===== config.mk =====
export PLATFORM = sky130hd
export DESIGN_NAME = dmem_responder
export DESIGN_NICKNAME = d
export VERILOG_FILES = /design/src/rtl/dmem_responder.sv
export SDC_FILE = /design/constraint.sdc
export NUM_CORES = 2
export LEC_CHECK = 0
export CORE_UTILIZATION = 45
export CTS_CLUSTER_SIZE = 20
export DETAILED_ROUTE_END_ITERATION = 8
export PLACE_DENSITY = 0.65
export SKIP_CTS_REPAIR_TIMING = 1
export SYNTH_ARGS = -nofsm -noshare
export SYNTH_HDL_FRONTEND = slang
export SYNTH_SLANG_ARGS = --single-unit

===== constraint.sdc =====
create_clock -name clk -period 2.1 [get_ports clk]
set_input_delay 0.315 -clock clk [delete_from_list [all_inputs] [get_ports clk]]
set_output_delay 0.315 -clock clk [all_outputs]
set_load 0.01 [all_outputs]

===== src/rtl/dmem_responder.sv =====
// Multi-cycle data-memory responder: accepts one load/store at a time, holds it for
// LATENCY cycles while stalling the pipeline, then commits the store or returns load data.
module dmem_responder #(
    parameter int DEPTH_WORDS = 64,
    parameter int LATENCY     = 2
) (
    input  logic        clk,
    input  logic        reset,
    input  logic        req_valid,
    output logic        req_ready,
    input  logic        req_write,
    input  logic [31:0] req_addr,
    input  logic [31:0] req_wdata,
    input  logic [3:0]  req_be,
    output logic        rsp_valid,
    output logic [31:0] rsp_rdata,
    output logic        rsp_err,
    output logic        stall
);

    localparam int AW    = $clog2(DEPTH_WORDS);
    localparam int CNT_W = (LATENCY > 2) ? $clog2(LATENCY) : 1;
    localparam logic [CNT_W-1:0] CNT_INIT = (LATENCY >= 2) ? CNT_W'(LATENCY - 2) : '0;

    typedef enum logic [1:0] {
        S_IDLE = 2'd0,
        S_WAIT = 2'd1,
        S_RESP = 2'd2
    } state_t;

    state_t                  state_q, state_d;
    logic [CNT_W-1:0]        cnt_q, cnt_d;
    logic                    write_q, write_d;
    logic [31:0]             addr_q, addr_d;
    logic [31:0]             wdata_q, wdata_d;
    logic [3:0]              be_q, be_d;
    logic [DEPTH_WORDS*32-1:0] mem_flat;

    logic          accept;
    logic          addr_err;
    logic          commit;
    logic [AW-1:0] widx;

    function automatic logic [31:0] merge_lanes(input logic [31:0] old_w,
                                                input logic [31:0] new_w,
                                                input logic [3:0]  be);
        logic [31:0] r;
        r = old_w;
        for (int i = 0; i < 4; i++) begin
            if (be[i]) r[8*i +: 8] = new_w[8*i +: 8];
        end
        return r;
    endfunction

    assign req_ready = (state_q == S_IDLE);
    assign accept    = req_ready && req_valid;
    assign stall     = accept || (state_q == S_WAIT);

    // Fault and data decode look only at the captured request, never at req_*.
    assign widx      = addr_q[AW+1:2];
    assign addr_err  = (addr_q[1:0] != 2'b00) || (addr_q[31:AW+2] != '0);
    assign rsp_valid = (state_q == S_RESP);
    assign rsp_err   = rsp_valid && addr_err;
    assign rsp_rdata = (rsp_valid && !write_q && !addr_err) ? mem_flat[{widx, 5'd0} +: 32] : '0;
    assign commit    = rsp_valid && write_q && !addr_err;

    always_comb begin
        state_d = state_q;
        cnt_d   = cnt_q;
        write_d = write_q;
        addr_d  = addr_q;
        wdata_d = wdata_q;
        be_d    = be_q;
        unique case (state_q)
            S_IDLE: begin
                if (accept) begin
                    write_d = req_write;
                    addr_d  = req_addr;
                    wdata_d = req_wdata;
                    be_d    = req_be;
                    cnt_d   = CNT_INIT;
                    state_d = (LATENCY >= 2) ? S_WAIT : S_RESP;
                end
            end
            S_WAIT: begin
                if (cnt_q == '0) state_d = S_RESP;
                else             cnt_d   = cnt_q - 1'b1;
            end
            S_RESP: begin
                state_d = S_IDLE;
            end
            default: begin
                state_d = S_IDLE;
            end
        endcase
    end

    always_ff @(posedge clk) begin
        if (reset) begin
            state_q <= S_IDLE;
            cnt_q   <= '0;
            write_q <= 1'b0;
            addr_q  <= '0;
            wdata_q <= '0;
            be_q    <= '0;
        end else begin
            state_q <= state_d;
            cnt_q   <= cnt_d;
            write_q <= write_d;
            addr_q  <= addr_d;
            wdata_q <= wdata_d;
            be_q    <= be_d;
        end
    end

    // One register per word so the whole array can clear in a single reset cycle.
    for (genvar g = 0; g < DEPTH_WORDS; g++) begin : g_word
        logic [31:0] word_q, word_d;

        always_comb begin
            word_d = word_q;
            if (commit && (widx == AW'(g))) word_d = merge_lanes(word_q, wdata_q, be_q);
        end

        always_ff @(posedge clk) begin
            if (reset) word_q <= '0;
            else       word_q <= word_d;
        end

        assign mem_flat[g*32 +: 32] = word_q;
    end

endmodule


[Word level (Yosys, flattened, before mapping)]
Index checks and enable logic that the tools add are counted.
Storage, ports and cells
  register bits after elaboration: 2120
  latch bits: 0
  bits in writable memories: 0
  bits in read-only memories: 0
  input port bits: 72
  output and inout bits: 36
  word-level logic and storage cells: 676
  memories kept: 0
Cells by class
  add/subtract/negate cells: 1
  multipliers: 0
  divide/modulo/power cells: 0
  order comparisons: 0
  eq/ne operators: 67
  shift operators: 1
  multiplexer cells: 7
  bitwise gates (word level): 0
  reduce and logical (&&, ||, !) cells: 338
Operators by type and width (count)
  $shiftx A2048 B12 Y32: 1
  $reduce_and A2 Y1: 259
  $eq A6 B6 Y1 const B: 32
  $eq A6 B5 Y1 const B: 16
  $logic_and A1 B1 Y1: 70
  $eq A6 B4 Y1 const B: 8
  $mux W32: 1
  $eq A6 B3 Y1 const B: 4
  $reduce_bool A24 Y1: 1
  $eq A6 B2 Y1 const B: 2
  $eq A6 B1 Y1 const B: 1
  $logic_not A6 Y1: 1
  $mux W2: 2
  $pmux W2 S2: 1
  $reduce_bool A2 Y1: 2
  $eq A2 B1 Y1 const B: 1
  $eq A2 B2 Y1 const B: 1
  $logic_not A1 Y1: 2
  $logic_not A2 Y1: 1
  $logic_or A1 B1 Y1: 2
  $mux W1: 2
  $ne A2 B1 Y1 const B: 1
  $ne A2 B2 Y1 const B: 1
  $pmux W1 S2: 1
  $sub A1 B1 Y1 const B: 1

[Logic depth before layout (Yosys ltp)]
  word-level depth: 6
  gate-level depth with buffers: 10
  gate-level depth less buffers: 5

[Worst setup path before layout]
No wires, ideal clock.
  kind: register to output
  start point: reg addr_q[2]
  end point: out rsp_rdata[31]
  arrival time: 1.966 ns
  required time: 1.785 ns
  slack: -0.181 ns
  cell stages (with the launch flop): 10
  path buffers: 5
  cell sequence: dfxtp_1 buf_4 buf_4 buf_4 and2_1 buf_6 buf_2 a221oi_1 nor2_1 nor4_1
Between the ends
  word-level cells in the longest chain between the ends: 2
Ends and longest elaborated chain
  start, declared: RTL line 34  | logic [31:0] addr_q, addr_d;
  start signal, assigned: RTL line 110  | addr_q <= addr_d;
  $shiftx A2048 B12 Y32: RTL line 64  | assign rsp_rdata = (rsp_valid && !write_q && !addr_err) ? mem_flat[{widx, 5'd0} +: 32] : '0;
  $mux W32: RTL line 64
  end, declared: RTL line 16  | output logic [31:0] rsp_rdata,
No other way between the ends.

[Worst setup path in the final report]
  start point: reg addr_q[3]
  end point: out rsp_rdata[23]
The elaborated chain is that of the path after synthesis.

==> impl_metrics.csv <==
group,metric,value,unit
outcome,outcome,"finished with violations",
outcome,violations,"hold timing, setup timing",
sta,fin_ws,-1.704,ns
job,cap_violations,0,
power_and_ir_drop,p_per_area,735.2,nW/µm²
sta,period_minus_slack,3.804,ns
floorplan,num_io_pins,108,
global_route,grt_start_max_net_pins,115,
sta,fin_hold_ws,-0.008961,ns
critical_path,r2r_cells,15,
worst_hold_path,hold_depth,3,
synthesis,syn_area,95320,µm²
clock_tree,cts_inserted_buffers,213,
detailed_routing,dr.first_iter.drc_count,9992,
global_route,grt_pass1_wl,501.5,mm
floorplan,row_count,168,
worst_hold_path,min_path_type,"input pin to flip-flop",
global_route,grt_overflow,0,
placement,dp_slack,-1.678,ns
final_layout,regArea,42480,µm²
detailed_routing,drc_errors,0,
clock_tree,path_clk_slew,0.06,ns
synthesis,yosys.area.top_type,"dfxtp_1",
sta,fin_skew,0.04883,ns
synthesis,synth_flop_cell,"dfxtp_1",
floorplan,core,210000,µm²
global_route,grt_usage,0.3060,
power_and_ir_drop,p_leak,51.38,nW
sta,fmax,262.9,MHz
floorplan,dieArea,213700,µm²
synthesis,synth_common_cells,"dfxtp_1, nand2_1, mux2i_1",
synthesis,avgSynthCellArea,9.467,µm²
detailed_routing,routed_via_density,6.113,
critical_path,crit_required,1.78,ns
clock_tree,clock_latency,0.88,ns
final_layout,fin_nets,11030,
critical_path,startpoint_type,"flip-flop",
sta,hold_violations,4,
floorplan,initial_core_util,0.4539,
critical_path,criticalPathCategory,"flip-flop to output pin",
placement,gp_congestion,0.9384,
synthesis,yosysWarnings,0,
clock_tree,cts_tree,"built",
critical_path,cp-end-kind,"output pin",
synthesis,synth_area_leaders,"dfxtp_1, mux2i_1, mux4_2, a21oi_1, nand3_1",
worst_hold_path,worstHoldEndpoint,"addr_q[12]",
synthesis,ys_seq_elements,2119,
power_and_ir_drop,vdd_drop_max,863.4,µV
synthesis,syn-num-nets,10141,
detailed_routing,vias,85222,
sta,slew_violations,0,
sta,relSlewSlack,0.5306,
placement,place.port_buffers,107,
sta,rsz0062_at_grt,"true",
global_route,antenna_found_initial,9,
clock_tree,clockBufferDepth,3,
floorplan,dieWidth,462.2,µm
clock_tree,clock-sinks,2119,
critical_path,r2r-end,"g_word[40].word_q[17]",
synthesis,ys_types,51,
synthesis,post-synth-top-area-fraction,0.4450,
synthesis,netlist_instances,10069,
final_layout,multi_input_area,50320,µm²
synthesis,yosysSeqAreaShare,0.4450,
critical_path,rrSetupSlack,-0.67,ns
critical_path,r2r-start,"addr_q[2]",
synthesis,async_flop_share,0,
detailed_routing,drt_first_pass_iters,8,
detailed_routing,route.detailed.wl_per_inst,25.26,µm
sta,setup_tns,-1091.90,ns
critical_path,cp.arrival,3.49,ns
critical_path,crit_path_max_fanout,14,
clock_tree,htree_levels,4,
detailed_routing,ant_nets,0,
final_layout,syn_to_final_growth,28.21,%
synthesis,synth_edf_count,0,
global_route,grt_pass1_vias,80749,
sta,tightest_slew,0.7040,ns
final_layout,drive_gt1_frac,0.2663,
detailed_routing,drt-total-wl,352.2,mm
final_layout,nFillCells,17089,
clock_tree,cts_root_buffer,"clkbuf_16",
sta,setup_viol,2084,
worst_hold_path,worstHoldStart,"req_addr[12]",
synthesis,synthMostInstantiatedCell,"dfxtp_1",
sta,period_share,1.811,
floorplan,die_height,462.2,µm
placement,hpwlAfterDp,231.7,mm
worst max-delay path by stage:
stage                     startpoint            end  slack (ns)  cells past startpoint
after floorplan            addr_q[4]  rsp_rdata[10]       -0.03                      8
after global placement     addr_q[2]   rsp_rdata[6]       -1.72                     10
after detailed placement   addr_q[2]   rsp_rdata[6]       -1.68                     10
after CTS                  addr_q[2]   rsp_rdata[6]       -2.62                     10
after global routing       addr_q[2]   rsp_rdata[6]       -1.76                     12
final                      addr_q[3]  rsp_rdata[23]       -1.70                     11
layout make-up:
class,instances,share of cell area
Antenna cell,3,0.00006143
Clock inverter,81,0.008938
Sequential cell,2119,0.3476
Tap cell,2805,0.02872
Timing Repair Buffer,1700,0.1519
Multi-Input combinational cell,6923,0.4118
Clock buffer,310,0.05096
Inverter,1,0.00003071
cells by family after synthesis:
| logic type | synth area share |
|---|---|
| muxes | 0.2305 |
| DFF | 0.4450 |
| and+or+nand+nor | 0.1899 |
| AOI/OAI and AO/OA | 0.08393 |
| buffers and inverters | 0.05069 |
layer usage:
layer	vias up	wire, µm	track usage
li1	37550	-	-
met1	41835	133200	0.3947
met2	4804	161000	0.4838
met3	1027	37160	0.06132
met4	6	20810	0.1590
met5	-	37	0
metrics by stage:
step,util,std cells,area [µm²],power [mW]
6_report,0.5820,13942,122200,89.85
5_1_grt,0.5820,13940,122200,91.98
4_1_cts,0.5587,13683,117300,88.17
3_5_place_dp,0.5239,13292,110000,48.84
3_3_place_gp,0.5239,13292,110000,48.77
2_1_floorplan,-,10069,96140,45.31
power by group:
group | internal (mW) | switching [mW] | total, mW
Clock | 22.9 | 17.1 | 40.0
Combinational | 3.54 | 5.89 | 9.42
Sequential | 40.3 | 0.137 | 40.4
placed cells by master, fill, tap and decap left out, types with 34 or more instances in the layout:
cell type	instances
clkinv_2	37
buf_4	1099
clkdlybuf4s50_1	73
clkbuf_1	46
nand4_4	65
mux4_2	401
mux2i_1	1186
clkbuf_16	250
mux2_2	80
buf_12	335
clkbuf_8	49
nand4_1	119
nand4_2	70
nor2_1	1055
a21oi_1	1111
a22oi_1	42
o22ai_1	59
nand2_1	1192
nand3_1	1051
dfxtp_2	34
buf_6	75
dfxtp_1	2081
state kept, by name (all words and copies together), names as in the netlist:
signal / cells
g_word.word_q: 2048
addr_q: 32
wdata_q: 32
be_q: 4
state_q: 2
write_q: 1
worst max-delay path: stages (launching register included):
cell      delay [ns]
dfxtp_4         0.40
buf_12          0.16
buf_16          0.16
buf_16          0.16
buf_4           0.14
mux2_2          0.22
o22ai_1         0.10
a221oi_2        0.40
o22ai_1         0.15
buf_4           0.17
a211oi_4        0.31
buf_6           0.21
Note: power is estimated with default switching activity, not from simulation.
